===== config.mk =====
export PLATFORM = sky130hd
export DESIGN_NAME = el2_dec_tlu_trigger_csr
export DESIGN_NICKNAME = d
export VERILOG_FILES = /design/src/rtl/el2_pkg.sv /design/src/rtl/el2_dec_trig_reg.sv /design/src/rtl/rvdff.sv /design/src/rtl/rvdffe.sv /design/src/rtl/el2_dec_tlu_trigger_csr.sv
export SDC_FILE = /design/constraint.sdc
export NUM_CORES = 1
export LEC_CHECK = 0
export ABC_AREA = 1
export ABC_CLOCK_PERIOD_IN_PS = 2300
export CAP_MARGIN = 40
export CELL_PAD_IN_SITES_DETAIL_PLACEMENT = 0
export CELL_PAD_IN_SITES_GLOBAL_PLACEMENT = 1
export CORE_MARGIN = 8
export CORE_UTILIZATION = 34
export DETAILED_ROUTE_END_ITERATION = 8
export PLACE_DENSITY = 0.77
export SLEW_MARGIN = 0
export SYNTH_ARGS = -nofsm -noshare
export SYNTH_HDL_FRONTEND = slang
export SYNTH_SLANG_ARGS = --single-unit

===== constraint.sdc =====
create_clock -name clk -period 2.3 [get_ports clk]
set_clock_uncertainty 0.05 [all_clocks]
set_input_delay 0.575 -clock clk [delete_from_list [all_inputs] [get_ports clk]]
set_output_delay 0.575 -clock clk [all_outputs]
set_load 0.05 [all_outputs]

===== src/rtl/el2_pkg.sv =====
// Shared debug-trigger types: CSR addresses, trigger match packet and legalised mcontrol fields.
package el2_pkg;

  localparam logic [11:0] CSR_TSELECT = 12'h7a0;
  localparam logic [11:0] CSR_TDATA1  = 12'h7a1;
  localparam logic [11:0] CSR_TDATA2  = 12'h7a2;
  localparam int          NUM_TRIG    = 4;

  typedef struct packed {
    logic        select;
    logic        match;
    logic        store;
    logic        load;
    logic        execute;
    logic        m;
    logic [31:0] tdata2;
  } el2_trigger_pkt_t;

  typedef struct packed {
    logic dmode;
    logic hit;
    logic select;
    logic action;
    logic chain;
    logic match;
    logic m;
    logic execute;
    logic store;
    logic load;
  } el2_mcontrol_t;

  // type=2 (mcontrol) and maskmax=31 are hardwired; everything else comes from storage.
  function automatic logic [31:0] mcontrol_rd(input el2_mcontrol_t mc);
    return {4'h2, mc.dmode, 6'd31, mc.hit, mc.select, 6'b0,
            mc.action, mc.chain, 3'b0, mc.match, mc.m, 3'b0,
            mc.execute, mc.store, mc.load};
  endfunction

endpackage


===== src/rtl/el2_dec_trig_reg.sv =====
// One trigger's tdata1/tdata2 storage with write legalisation and hit-bit update.
// Latency: writes and hit pulses visible one cycle later.  Backpressure: none; locked writes are dropped.
module el2_dec_trig_reg
  import el2_pkg::*;
#(
  parameter logic CHAIN_EN = 1'b0
) (
  input  logic          clk,
  input  logic          rst_l,
  input  logic          dbg_in_debug_mode,
  input  logic          wr_tdata1,
  input  logic          wr_tdata2,
  input  logic [31:0]   wrdata,
  input  logic          update_hit,
  input  logic          chain_lock,
  output el2_mcontrol_t mcontrol,
  output logic [31:0]   tdata2
);

  logic          lock;
  logic          wr1_ok;
  logic          mc_en;
  logic [9:0]    mc_q;
  el2_mcontrol_t mc_wr;
  el2_mcontrol_t mc_nxt;

  assign mcontrol = el2_mcontrol_t'(mc_q);

  // A debug-mode-owned trigger is read-only to machine-mode software.
  assign lock   = mcontrol.dmode & ~dbg_in_debug_mode;
  assign wr1_ok = wr_tdata1 & ~lock;
  assign mc_en  = wr1_ok | update_hit;

  always_comb begin
    mc_wr         = '0;
    mc_wr.dmode   = wrdata[27] & dbg_in_debug_mode;
    mc_wr.hit     = wrdata[20] | update_hit;
    mc_wr.select  = wrdata[19];
    mc_wr.action  = wrdata[12] & (wrdata[15:13] == 3'b000) & mc_wr.dmode;
    mc_wr.chain   = CHAIN_EN & (chain_lock ? mcontrol.chain : wrdata[11]);
    mc_wr.match   = wrdata[7] & (wrdata[10:8] == 3'b000);
    mc_wr.m       = wrdata[6];
    mc_wr.execute = wrdata[2];
    mc_wr.store   = wrdata[1];
    mc_wr.load    = wrdata[0];

    mc_nxt     = mcontrol;
    mc_nxt.hit = mcontrol.hit | update_hit;
    if (wr1_ok) mc_nxt = mc_wr;
  end

  rvdffe #(.WIDTH(10)) mc_ff (
    .din   (mc_nxt),
    .en    (mc_en),
    .clk   (clk),
    .rst_l (rst_l),
    .dout  (mc_q)
  );

  rvdffe #(.WIDTH(32)) tdata2_ff (
    .din   (wrdata),
    .en    (wr_tdata2 & ~lock),
    .clk   (clk),
    .rst_l (rst_l),
    .dout  (tdata2)
  );

endmodule


===== src/rtl/rvdff.sv =====
// Plain flop bank.
// Latency: one cycle.  Backpressure: none.
module rvdff #(
  parameter int WIDTH = 1
) (
  input  logic [WIDTH-1:0] din,
  input  logic             clk,
  input  logic             rst_l,
  output logic [WIDTH-1:0] dout
);

  always_ff @(posedge clk or negedge rst_l) begin
    if (!rst_l) dout <= '0;
    else        dout <= din;
  end

endmodule


===== src/rtl/rvdffe.sv =====
// Flop bank with load enable.
// Latency: one cycle.  Backpressure: holds value while en is low.
module rvdffe #(
  parameter int WIDTH = 1
) (
  input  logic [WIDTH-1:0] din,
  input  logic             en,
  input  logic             clk,
  input  logic             rst_l,
  output logic [WIDTH-1:0] dout
);

  rvdff #(.WIDTH(WIDTH)) dff (
    .din   (en ? din : dout),
    .clk   (clk),
    .rst_l (rst_l),
    .dout  (dout)
  );

endmodule


===== src/rtl/el2_dec_tlu_trigger_csr.sv =====
// Debug trigger CSR block: tselect plus four mcontrol/tdata2 triggers feeding the match logic.
// Latency: writes visible next cycle, reads combinational.  Backpressure: none.
module el2_dec_tlu_trigger_csr
  import el2_pkg::*;
(
  input  logic                   clk,
  input  logic                   rst_l,
  input  logic                   dec_csr_wen_r,
  input  logic [11:0]            dec_csr_waddr_r,
  input  logic [31:0]            dec_csr_wrdata_r,
  input  logic [11:0]            dec_csr_rdaddr_d,
  input  logic                   dbg_in_debug_mode,
  input  logic [3:0]             update_hit_bit_r,
  output el2_trigger_pkt_t [3:0] trigger_pkt_any,
  output logic [1:0]             trigger_chain,
  output logic [3:0]             trigger_action,
  output logic [31:0]            trigger_csr_rddata_d,
  output logic                   trigger_csr_hit_d
);

  logic [1:0]    tselect;
  logic          tsel_wen;
  logic [3:0]    wr_tdata1;
  logic [3:0]    wr_tdata2;
  logic [3:0]    chain_lock;
  el2_mcontrol_t mc [NUM_TRIG];
  logic [31:0]   tdata2 [NUM_TRIG];

  // Out-of-range selects leave tselect unchanged.
  assign tsel_wen = dec_csr_wen_r & (dec_csr_waddr_r == CSR_TSELECT) &
                    (dec_csr_wrdata_r[31:2] == 30'b0);

  rvdffe #(.WIDTH(2)) tselect_ff (
    .din   (dec_csr_wrdata_r[1:0]),
    .en    (tsel_wen),
    .clk   (clk),
    .rst_l (rst_l),
    .dout  (tselect)
  );

  for (genvar i = 0; i < NUM_TRIG; i++) begin : g_trig
    assign wr_tdata1[i] = dec_csr_wen_r & (dec_csr_waddr_r == CSR_TDATA1) & (tselect == 2'(i));
    assign wr_tdata2[i] = dec_csr_wen_r & (dec_csr_waddr_r == CSR_TDATA2) & (tselect == 2'(i));

    // Chain on an even trigger links it to the next one, so the partner's owner guards it.
    if (i % 2 == 0) begin : g_lock
      assign chain_lock[i] = mc[i+1].dmode & ~dbg_in_debug_mode;
    end else begin : g_nolock
      assign chain_lock[i] = 1'b0;
    end

    el2_dec_trig_reg #(.CHAIN_EN(i % 2 == 0)) trig_reg (
      .clk               (clk),
      .rst_l             (rst_l),
      .dbg_in_debug_mode (dbg_in_debug_mode),
      .wr_tdata1         (wr_tdata1[i]),
      .wr_tdata2         (wr_tdata2[i]),
      .wrdata            (dec_csr_wrdata_r),
      .update_hit        (update_hit_bit_r[i]),
      .chain_lock        (chain_lock[i]),
      .mcontrol          (mc[i]),
      .tdata2            (tdata2[i])
    );

    assign trigger_pkt_any[i] = '{select:  mc[i].select,
                                  match:   mc[i].match,
                                  store:   mc[i].store,
                                  load:    mc[i].load,
                                  execute: mc[i].execute,
                                  m:       mc[i].m,
                                  tdata2:  tdata2[i]};
    assign trigger_action[i] = mc[i].action;
  end

  assign trigger_chain = {mc[2].chain, mc[0].chain};

  assign trigger_csr_hit_d = (dec_csr_rdaddr_d == CSR_TSELECT) |
                             (dec_csr_rdaddr_d == CSR_TDATA1)  |
                             (dec_csr_rdaddr_d == CSR_TDATA2);

  always_comb begin
    trigger_csr_rddata_d = '0;
    case (dec_csr_rdaddr_d)
      CSR_TSELECT: trigger_csr_rddata_d = {30'b0, tselect};
      CSR_TDATA1:  trigger_csr_rddata_d = mcontrol_rd(mc[tselect]);
      CSR_TDATA2:  trigger_csr_rddata_d = tdata2[tselect];
      default:     trigger_csr_rddata_d = '0;
    endcase
  end

endmodule

### Word-level counts from Yosys, hierarchy flattened

Index checks and enable logic that the tools add are counted.
Widths: inputs -> output; s select.

| storage, ports and cells | value |
|---|---|
| register bits after elaboration | 168 |
| output and inout bits | 191 |
| logic and storage cells | 96 |
| bits of input ports | 64 |

| operators by class | value |
|---|---|
| multiplexer cells | 13 |
| eq/ne operators | 9 |
| magnitude comparators | 1 |
| bitwise logic cells | 48 |
| reduce and logical (&&, ||, !) cells | 10 |

Operators by type and width:

| cell | number |
|---|---|
| $pmux 32 s3 | 1 |
| $eq 12x11->1 const B | 6 |
| $bmux 32 s2 | 1 |
| $mux 32 | 2 |
| $mux 9 | 4 |
| $logic_not 30->1 | 1 |
| $and 1x1->1 | 28 |
| $bmux 10 s2 | 1 |
| $mux 10 | 2 |
| $or 1x1->1 | 14 |
| $reduce_and 2->1 | 4 |
| $logic_not 3->1 | 2 |
| $reduce_and 3->1 | 2 |
| $not 1->1 | 5 |
| $eq 2x2->1 const B | 2 |
| $ge 3x3->1 const B | 1 |
| $not 2->3 | 1 |
| $eq 2x1->1 const B | 1 |
| $logic_not 2->1 | 1 |
| $mux 1 | 2 |

### Longest topological paths before layout

Gate-level depths: netlist of run 1.

| logic depth | value |
|---|---|
| word-level depth | 6 |
| mapped depth | 10 |
| depth with buffers taken out | 9 |

### Cells and area by module

Synthesis of run 1 repeated with hierarchy kept, for this count alone.

| unflattened totals | value |
|---|---|
| cells, all modules | 1323 |
| area, all modules | 9315.2 sq um |

By module, submodules not included:

| module | times used | cells each | seq. area each (sq um) | area an instance (sq um) |
|---|---|---|---|---|
| rvdff at g_trig[0].trig_reg.tdata2_ff.dff ... | 4 | 32 | 800.8 | 800.8 |
| rvdffe at g_trig[0].trig_reg.tdata2_ff ... | 4 | 104 | 0.0 | 491.7 |
| el2_dec_tlu_trigger_csr | 1 | 404 | 0.0 | 1721.7 |
| rvdff at g_trig[0].trig_reg.mc_ff.dff ... | 4 | 10 | 250.2 | 250.2 |
| rvdffe at g_trig[0].trig_reg.mc_ff ... | 4 | 32 | 0.0 | 127.6 |
| el2_dec_trig_reg at g_trig[0].trig_reg ... | 2 | 52 | 0.0 | 220.2 |
| el2_dec_trig_reg at g_trig[1].trig_reg ... | 2 | 47 | 0.0 | 197.7 |
| rvdff at tselect_ff.dff | 1 | 2 | 50.0 | 50.0 |
| rvdffe at tselect_ff | 1 | 7 | 0.0 | 26.3 |

### Worst setup path before layout of run 1

No wires, ideal clock.

| timing path | value |
|---|---|
| path type | input-to-output |
| start | input port dec_csr_rdaddr_d[10] |
| end | output port trigger_csr_rddata_d[13] |
| required time | 1.675 ns |
| stages on the path | 9 |
| path buffers | 1 |
| arrival | 2.247 ns |
| path slack | -0.572 ns |
| path through | inv_1 nor2_1 nand3_1 inv_1 nand2_1 nor2_2 clkinv_1 clkbuf_1 a21oi_1 |

| between the ends | value |
|---|---|
| longest elaborated chain between the ends | 2 |
| elaborated cells on any way between the ends | 4 |
| those cells by class | eq/ne (3); mux (1) |

Ends and longest elaborated chain:

| element | line | RTL |
|---|---|---|
| start: declaration | el2_dec_tlu_trigger_csr.sv:11 | `input logic [11:0] dec_csr_rdaddr_d,` |
| $eq 12x11->1 | el2_dec_tlu_trigger_csr.sv:83 | `case (dec_csr_rdaddr_d)` |
| $pmux 32 s3 (*) | el2_dec_tlu_trigger_csr.sv:83 |  |
| end: declaration | el2_dec_tlu_trigger_csr.sv:17 | `output logic [31:0] trigger_csr_rddata_d,` |

Mark *: on every way between the ends. The rest lies on a longest branch, timed or not.

### Final worst setup path of run 1

| timing path | value |
|---|---|
| start | register tselect_ff.dff.dout[0] |
| end | output port trigger_csr_rddata_d[0] |

| between the ends | value |
|---|---|
| longest elaborated chain between the ends | 5 |
| elaborated cells on any way between the ends | 8 |
| those cells by class | mux (7); bitwise (1) |

Ends and longest elaborated chain:

| element | line | RTL |
|---|---|---|
| start: declaration | rvdff.sv:9 | `output logic [WIDTH-1:0] dout` |
| start signal: assignment | rvdff.sv:14 | `else dout <= din;` |
| $not 2->3 (not written as such) | el2_dec_tlu_trigger_csr.sv:85, el2_dec_tlu_trigger_csr.sv:86 |  |
| $bmux 32 s2 / $bmux 10 s2 (equally long branches) | el2_dec_tlu_trigger_csr.sv:86, el2_dec_tlu_trigger_csr.sv:85 |  |
| $mux 32 (not written as such) / $mux 10 (equally long branches) (2 in series) | el2_dec_tlu_trigger_csr.sv:86, el2_dec_tlu_trigger_csr.sv:85 |  |
| $pmux 32 s3 (*) | el2_dec_tlu_trigger_csr.sv:83 |  |

Mark *: on every way between the ends. The rest lies on a longest branch, timed or not. The select of a mux whose other input is x is not followed.

==> results of run 1 <==
-- cells by family after synthesis --
group	count (synthesis)	share of synthesized area
simple gates	395	0.207
compound gates	242	0.174
flops	168	0.536
buf+inv	140	0.0825
-- where the power goes --
group | switching, W | leakage (nW) | internal, W
clock network | 0.00129 | 0.293 | 0.00166
logic | 0.000179 | 4.45 | 0.000136
registers | 0.00000286 | 2.32 | 0.00296
-- cells in the mapped netlist (all sizes together) --
cell type	instances	share of area
nand3b	4	0.0038
clkbuf	37	0.018
inv	60	0.029
nand4	15	0.012
a22o	14	0.016
nor3	3	0.0026
nand3	22	0.018
o22ai	1	0.00080
buf	42	0.036
clkinv	1	0.00048
o21ai	177	0.11
a21oi	18	0.014
nand2	311	0.15
dfrtp	168	0.54
a22oi	32	0.031
nor2	40	0.022
-- stage by stage --
stage,hold WS (ns),power [W],instances,setup TNS (ns),instance area (µm²)
global placement,0.425,0.00333,1469,-16.57,11500
detailed placement,0.432,0.00333,1469,-16.06,11500
floorplan,0.229,0.00309,945,-0.648,8040
CTS,0.0872,0.00629,1519,-7.54,12500
global route,0.113,0.00644,1525,-9.54,12900
finish,0.0728,0.00623,1525,-7.44,12900
-- routing by layer --
layer / up-vias / global-route usage / routed length, µm
met5: - / 0 / 41
met4: 6 / 0.0617 / 647
met3: 50 / 0.0669 / 2130
met2: 220 / 0.349 / 14500
met1: 3636 / 0.271 / 13300
li1: 3661 / - / -
-- what timing repair did --
action	CTS	global route
hold buffers	0	0
resized for setup	141	112
pin swaps	39	41
endpoints found under the setup margin	48	102
gates cloned	3	2
hold endpoints to repair	0	0
setup buffers	15	5
-- worst max-delay path: stages, from the launching register on --
cell and delay (ns):
sky130_fd_sc_hd__dfrtp_1 0.42, sky130_fd_sc_hd__buf_6 0.15, sky130_fd_sc_hd__nor2_4 0.20, sky130_fd_sc_hd__buf_12 0.17, sky130_fd_sc_hd__nand2_1 0.06, sky130_fd_sc_hd__nand4_1 0.19, sky130_fd_sc_hd__nand2_1 0.10, sky130_fd_sc_hd__nand3_2 0.09
sky130_fd_sc_hd__buf_12 0.14
-- registers in the layout, indices dropped and copies added (netlist names) --
| register | count |
|---|---|
| g_trig.trig_reg.tdata2_ff.dff.dout | 128 |
| g_trig.trig_reg.mc_ff.dff.dout | 38 |
| tselect_ff.dff.dout | 2 |
-- how the worst max path moves through the flow --
stage / endpoint / slack, ns / cells past startpoint
6_report: trigger_csr_rddata_d[0] / -0.28 / 8
5_1_grt: trigger_csr_rddata_d[1] / -0.35 / 9
4_1_cts: trigger_csr_rddata_d[23] / -0.27 / 9
3_5_place_dp: trigger_csr_rddata_d[29] / -0.55 / 11
3_3_place_gp: trigger_csr_rddata_d[29] / -0.57 / 11
2_1_floorplan: trigger_csr_rddata_d[13] / -0.07 / 9
-- final cells by class --
cell class | instances | area [µm²] | share of cell area
Sequential cell | 168 | 4200 | 0.326
Timing Repair Buffer | 342 | 4040 | 0.313
Multi-Input combinational cell | 637 | 3460 | 0.268
Clock buffer | 18 | 439 | 0.0340
Tap cell | 285 | 357 | 0.0276
Inverter | 61 | 253 | 0.0196
Clock inverter | 14 | 163 | 0.0126
==> results_tabular.tex, run 1 <==
\begin{tabular}{lr}
\hline
Metric & Value \\
\hline
\multicolumn{2}{l}{\textbf{Floorplanning}} \\
\quad Horizontal extent of the die & around 170 µm \\
\quad Core Area & 0.0226 mm² \\
\quad Cell Rows & between 50 and 60 \\
\quad Overall die height & around 170 µm \\
\quad Die area & 0.0282 mm² \\
\quad Starting density of the core & 0.347 \\
\quad Count of boundary I/O pins & 255 \\
\multicolumn{2}{l}{\textbf{STA}} \\
\quad Period utilisation layout & 1.12 \\
\quad Hold violation total from the final report & 0 \\
\quad Worst Slack Setup Final & -0.278 ns \\
\quad Minimum period implied by the final worst setup slack & 2.58 ns \\
\quad Final Setup Violations & 33 \\
\quad Setup repair after global routing missed its margin & true \\
\quad Worst slew margin relative to its limit & 0.613 \\
\quad Number of pins with negative max-slew slack in the final report & 0 \\
\quad Maximum operating frequency & 0.388 GHz \\
\quad Worst Tran Pin Value & 0.579 ns \\
\multicolumn{2}{l}{\textbf{Routing}} \\
\quad Total iterations of the first detailed-routing run & 5 \\
\quad Detail Route Antenna Nets & 0 \\
\quad Via Count & 7573 \\
\quad Initial DRC Count & 480 \\
\quad Routed vias/inst & 4.97 \\
\quad Sum of routed wire length over all layers & between 30000 and 40000 µm \\
\quad Post-route DRC violation count & 0 \\
\quad Mean routed wirelength per cell & 20.1 µm \\
\multicolumn{2}{l}{\textbf{Critical path}} \\
\quad CP Max Fanout & 7 \\
\quad R2R cell count & 9 \\
\quad Critical path launch point & tselect\_ff.dff.dout[0]\$\_DFFE\_PN0P\_ \\
\quad Critical Path RT & around 1.7 ns \\
\quad Reg2Reg Capture Point & g\_trig[2].trig\_reg.tdata2\_ff.dff.dout[0]\$\_DFFE\_PN0P\_ \\
\quad Flop2flop setup slack & 0.47 ns \\
\quad Data arrival time at the worst-slack endpoint & a little under 2 ns \\
\quad Critical Path Source Type & flop \\
\quad Worst setup path class & reg2out \\
\quad Crit Reg-Reg Startpoint & tselect\_ff.dff.dout[0]\$\_DFFE\_PN0P\_ \\
\quad Crit end category & output port \\
\multicolumn{2}{l}{\textbf{Layout}} \\
\quad Antenna fix cells & 0 \\
\quad Commonest cells after routing, fill and taps aside & sky130\_fd\_sc\_hd\_\_nand2\_1, sky130\_fd\_sc\_hd\_\_dfrtp\_1, sky130\_fd\_sc\_hd\_\_o21ai\_0 \\
\quad Share of final-layout standard cells stronger than drive strength 1 & 0.231 \\
\quad Final Core Density & 0.570 \\
\quad Area growth from synthesis to layout & 64.6\% \\
\quad Commonest non-fill, non-tap cell in the layout & sky130\_fd\_sc\_hd\_\_nand2\_1 \\
\quad Final-layout fill cell count & 1997 \\
\quad Final Net Count & between 1000 and 1500 \\
\multicolumn{2}{l}{\textbf{Clocking}} \\
\quad TritonCTS buffer count & 17 \\
\quad Clock sink count & 168 \\
\quad TritonCTS clock tree & yes \\
\quad Largest buffer count on any clock path & 2 \\
\quad Clock transition time at the flip-flop clock pins of the worst setup and hold paths & 0.07 ns \\
\quad Clock root buffer & sky130\_fd\_sc\_hd\_\_clkbuf\_16 \\
\quad Clk\_lat worst skew & $\sim$0.42 ns \\
\quad \# H-tree levels & 4 \\
\multicolumn{2}{l}{\textbf{Worst hold path}} \\
\quad Hold Crit Class & in2async \\
\multicolumn{2}{l}{\textbf{Job}} \\
\quad Number of max-cap violations & 0 \\
\multicolumn{2}{l}{\textbf{Synth}} \\
\quad Library cells used by synthesis & 27 \\
\quad Warning count from the yosys run & 0 \\
\quad Syn Area/Cell & just over 8 µm² \\
\quad Mapped Area & 0.00785 mm² \\
\quad Sequential fraction of the synthesis area & 0.536 \\
\quad Synthesized instance count & about 950 \\
\quad Number of storage elements in the synthesis netlist & around 170 \\
\quad Total nets after synthesis & 1009 \\
\multicolumn{2}{l}{\textbf{GRT}} \\
\quad Initial antenna violation count & 3 \\
\quad Residual overflow from global routing & 0 \\
\quad First-pass GRT wire length & 46900 µm \\
\quad Number of global-route vias before repair & roughly 7700 \\
\quad Overall track demand over capacity in global routing & 0.215 \\
\quad Largest net degree at the start of global routing & between 50 and 60 \\
\multicolumn{2}{l}{\textbf{Outcome}} \\
\quad Violated checks & setup timing \\
\quad Status & finished with violations \\
\multicolumn{2}{l}{\textbf{Pwr}} \\
\quad Worst vdd rail ir drop & 0.462 mV \\
\quad Pwr/cell area & 482 mW/mm² \\
\quad P\_leak & 7.06 nW \\
\multicolumn{2}{l}{\textbf{Placed design}} \\
\quad RD Place Congestion & 0.822 \\
\quad Placement Setup Slack & -0.553 ns \\
\quad Port Buffer Count & roughly 250 \\
\quad Placed wire-length estimate & 22200 µm \\
\hline
\end{tabular}
(Power assumes the default switching activity.)
==> inputs of run 2 (changes only) <==
- CORE_UTILIZATION: 34 -> 35
- CTS_BUF_LIST: not set -> sky130_fd_sc_hd__clkbuf_8
- PLACE_DENSITY: 0.77 -> 0.79
==> run 2 against run 1 <==
Final area fell by 5.2%. First-iteration DRC count rose by 6.5%. Wire length fell by 1.1%. Utilization fell by 1.1 points. Combinational power barely moved. Via count fell by 0.33%. Critical path depth fell by 2. Critical endpoint is now trigger_csr_rddata_d[18]. Maximum frequency fell by 2.4%. The flow still finishes with violations (setup timing). Clock power fell by 22%. Die area fell by 2.6%. Register-to-register slack got worse by 0.03 ns. Non-clock buffer count fell by 5.
==> results_tabular.tex, run 2 (synthesis gave the netlist of run 1 again) <==
\begin{tabular}{lr}
\hline
Metric & Value \\
\hline
\multicolumn{2}{l}{\textbf{STA}} \\
\quad Total negative slack & -9.48 ns (-2.03 ns) \\
\quad Worst Slack Setup Final & -0.342 ns (-0.0640 ns) \\
\quad Setup repair after global routing missed its margin & true \\
\quad Hold violation total from the final report & 0 (unchanged) \\
\quad Maximum operating frequency & 0.379 GHz (-2.4\%) \\
\quad Worst Tran Pin Value & 0.559 ns (-0.0200 ns) \\
\quad Final Setup Violations & 32 (-3.0\%) \\
\quad Number of pins with negative max-slew slack in the final report & 0 (unchanged) \\
\quad Final-layout worst hold slack & 0.441 ns (+0.368 ns) \\
\quad Worst slew margin relative to its limit & 0.627 (+0.0140) \\
\quad Period utilisation layout & 1.15 (+0.0278) \\
\quad Minimum period implied by the final worst setup slack & 2.64 ns (+0.0640 ns) \\
\multicolumn{2}{l}{\textbf{Critical path}} \\
\quad Crit Reg-Reg Startpoint & tselect\_ff.dff.dout[0]\$\_DFFE\_PN0P\_ \\
\quad CP Max Fanout & 12 (+5) \\
\quad Critical Path Source Type & flop \\
\quad Data arrival time at the worst-slack endpoint & 2.02 ns (+0.07 ns) \\
\quad R2R cell count & 8 (-1) \\
\quad Worst path buffer plus inverter count & 3 (unchanged) \\
\quad Critical Path RT & 1.67 ns (about the same) \\
\quad Delay of the slowest critical-path stage & 0.48 ns (+0.06 ns) \\
\quad Cell type of the slowest stage on the worst timing path & sky130\_fd\_sc\_hd\_\_dfrtp\_2 \\
\quad Family with the most delay on the worst path & buffers and inverters \\
\quad Worst setup path class & reg2out \\
\quad Reg2Reg Capture Point & g\_trig[2].trig\_reg.mc\_ff.dff.dout[1]\$\_DFFE\_PN0P\_ \\
\quad Crit end category & output port \\
\quad Flop2flop setup slack & 0.44 ns (-0.03 ns) \\
\quad Critical path launch point & tselect\_ff.dff.dout[0]\$\_DFFE\_PN0P\_ \\
\quad Series of cell instances along the critical path & buf\_6 -> nor2\_4 -> buf\_4 -> a22oi\_1 -> a21oi\_2 -> buf\_12 \\
\multicolumn{2}{l}{\textbf{Pwr}} \\
\quad P\_leak & 6.13 nW (-13\%) \\
\quad Worst vdd rail ir drop & 0.411 mV (-11\%) \\
\quad Pwr/cell area & 456 mW/mm² (-5.5\%) \\
\multicolumn{2}{l}{\textbf{Layout}} \\
\quad Biggest register & g\_trig.trig\_reg.tdata2\_ff.dff.dout \\
\quad Final Core Density & 0.560 (-0.0109) \\
\quad Commonest non-fill, non-tap cell in the layout & sky130\_fd\_sc\_hd\_\_nand2\_1 \\
\quad Area growth from synthesis to layout & 56.1\% \\
\quad Number of flip-flops under the largest register name & 128 (unchanged) \\
\quad Share of final-layout standard cells stronger than drive strength 1 & 0.222 (-0.00941) \\
\quad Commonest cells after routing, fill and taps aside & sky130\_fd\_sc\_hd\_\_nand2\_1, sky130\_fd\_sc\_hd\_\_dfrtp\_1, sky130\_fd\_sc\_hd\_\_dlygate4sd2\_1 \\
\quad Post-Layout Inst Area & 0.0122 mm² (-5.2\%) \\
\quad Final Net Count & 1286 (-0.39\%) \\
\quad Final-layout fill cell count & 2084 (+4.4\%) \\
\quad Top flop regs & g\_trig.trig\_reg.tdata2\_ff.dff.dout: 128 flops, g\_trig.trig\_reg.mc\_ff.dff.dout: 38 flops, tselect\_ff.dff.dout: 2 flops \\
\multicolumn{2}{l}{\textbf{Placed design}} \\
\quad RD Place Congestion & 0.810 (-1.5\%) \\
\quad Area after DPL & 0.0115 mm² (-0.19\%) \\
\quad Placed wire-length estimate & 22000 µm (-0.71\%) \\
\quad Port Buffer Count & 254 (unchanged) \\
\multicolumn{2}{l}{\textbf{Job}} \\
\quad Number of max-cap violations & 0 (unchanged) \\
\multicolumn{2}{l}{\textbf{Routing}} \\
\quad Post-route DRC violation count & 0 (unchanged) \\
\quad Via Count & 7548 (-0.33\%) \\
\quad Initial DRC Count & 511 (+6.5\%) \\
\quad Detail Route Antenna Nets & 0 (unchanged) \\
\quad Mean routed wirelength per cell & 20.0 µm (-0.44\%) \\
\quad Total iterations of the first detailed-routing run & 4 (-1) \\
\quad Routed vias/inst & 4.98 (+0.33\%) \\
\quad Sum of routed wire length over all layers & 30300 µm (-1.1\%) \\
\multicolumn{2}{l}{\textbf{Worst hold path}} \\
\quad Instance count along the most critical hold path & 2 \\
\quad Hold Startpoint & g\_trig[1].trig\_reg.mc\_ff.dff.dout[9]\$\_DFFE\_PN0P\_ \\
\quad Worst Hold End & g\_trig[1].trig\_reg.mc\_ff.dff.dout[9]\$\_DFFE\_PN0P\_ \\
\quad Hold Crit Class & reg2reg \\
\multicolumn{2}{l}{\textbf{Clocking}} \\
\quad TritonCTS buffer count & 17 (unchanged) \\
\quad Clock root buffer & sky130\_fd\_sc\_hd\_\_clkbuf\_8 \\
\quad Largest buffer count on any clock path & 2 (unchanged) \\
\quad \# H-tree levels & 4 (unchanged) \\
\quad Clock transition time at the flip-flop clock pins of the worst setup and hold paths & 0.09 ns (+0.02 ns) \\
\quad Clock sink count & 168 (unchanged) \\
\quad Clk\_lat worst skew & 0.45 ns (+0.03 ns) \\
\quad TritonCTS clock tree & yes \\
\multicolumn{2}{l}{\textbf{GRT}} \\
\quad Overall track demand over capacity in global routing & 0.217 (+0.00217) \\
\quad Largest net degree at the start of global routing & 46 (-19\%) \\
\quad Residual overflow from global routing & 0 (unchanged) \\
\quad First-pass GRT wire length & 47200 µm (+0.63\%) \\
\quad Initial antenna violation count & 2 (-1) \\
\quad Number of global-route vias before repair & 7798 (+1.9\%) \\
\multicolumn{2}{l}{\textbf{Floorplanning}} \\
\quad Starting density of the core & 0.358 (+0.0119) \\
\quad Die area & 0.0275 mm² (-2.6\%) \\
\quad Overall die height & 166 µm (-1.3\%) \\
\quad Horizontal extent of the die & 166 µm (-1.3\%) \\
\quad Core Area & 0.0219 mm² (-3.3\%) \\
\quad Cell Rows & 54 (-1.8\%) \\
\quad Count of boundary I/O pins & 255 (unchanged) \\
\multicolumn{2}{l}{\textbf{Outcome}} \\
\quad Status & finished with violations \\
\quad Violated checks & setup timing \\
\hline
\end{tabular}
-- run 2: cell types whose count changed in the layout (fill, tap and decap cells not counted), moves of 3 or more --
cell,delta
sky130_fd_sc_hd__clkdlybuf4s50_1,-41
sky130_fd_sc_hd__buf_4,+5
sky130_fd_sc_hd__dlymetal6s2s_1,-69
sky130_fd_sc_hd__o21ai_1,+4
sky130_fd_sc_hd__a21oi_4,-5
sky130_fd_sc_hd__o21ai_2,-5
sky130_fd_sc_hd__clkbuf_16,-19
sky130_fd_sc_hd__a21oi_2,+5
sky130_fd_sc_hd__clkbuf_8,+18
sky130_fd_sc_hd__dlygate4sd2_1,+110
sky130_fd_sc_hd__a22oi_1,+3
sky130_fd_sc_hd__a22oi_2,-3
sky130_fd_sc_hd__buf_6,-4
-- run 2: power breakdown --
part	switching, W	internal (W)
logic	0.000179	0.000136
registers	0.00000281	0.00295
clock network	0.00117	0.00115
-- run 2: worst max path at each step --
stage	endpoint	slack, ns	cells after the start
finish	trigger_csr_rddata_d[18]	-0.34	6
global route	trigger_csr_rddata_d[0]	-0.43	8
CTS	trigger_csr_rddata_d[25]	-0.35	9
detailed placement	trigger_csr_rddata_d[21]	-0.56	11
global placement	trigger_csr_rddata_d[21]	-0.57	11
floorplan	trigger_csr_rddata_d[13]	-0.07	9
-- run 2: repair_timing --
action                                 CTS  global route
gates cloned                             2             0
setup endpoints to repair              166            38
pin swaps                               32            27
resized for setup                      211            48
hold buffers                             1             0
endpoints found under the hold margin   16             0
setup buffers                           16             3
-- run 2: metal layers --
layer	wire length (µm)	vias to the layer above	GRT usage
li1	-	3646	-
met1	13500	3662	0.279
met2	14400	216	0.351
met3	2080	22	0.0648
met4	344	2	0.0533
met5	13	-	0
-- run 2: worst reg2reg max path, delay by kind of cell, from the launching register on --
| family | cells | cell delay, ns |
|---|---|---|
| AOI/OAI and AO/OA | 2 | 0.25 |
| DFF | 1 | 0.48 |
| and+or+nand+nor | 3 | 0.62 |
| buffers and inverters | 3 | 0.35 |
-- run 2: final cells by class --
class	count	area [µm²]	share of cell area
clock inverters	12	165	0.0135
diodes	1	2.50	0.000204
multi-input cells	637	3390	0.277
repair buffers	337	3630	0.296
inverters	61	240	0.0196
well taps	280	350	0.0286
flip-flops and latches	168	4210	0.343
clock buffers	19	262	0.0213
-- run 2: stage by stage --
step	std cells	setup WS (ns)	total power [W]
after floorplan	945	-0.0720	0.00309
after global placement	1461	-0.570	0.00333
after detailed placement	1461	-0.559	0.00333
after CTS	1511	-0.347	0.00563
after global routing	1515	-0.429	0.00579
final	1515	-0.342	0.00558
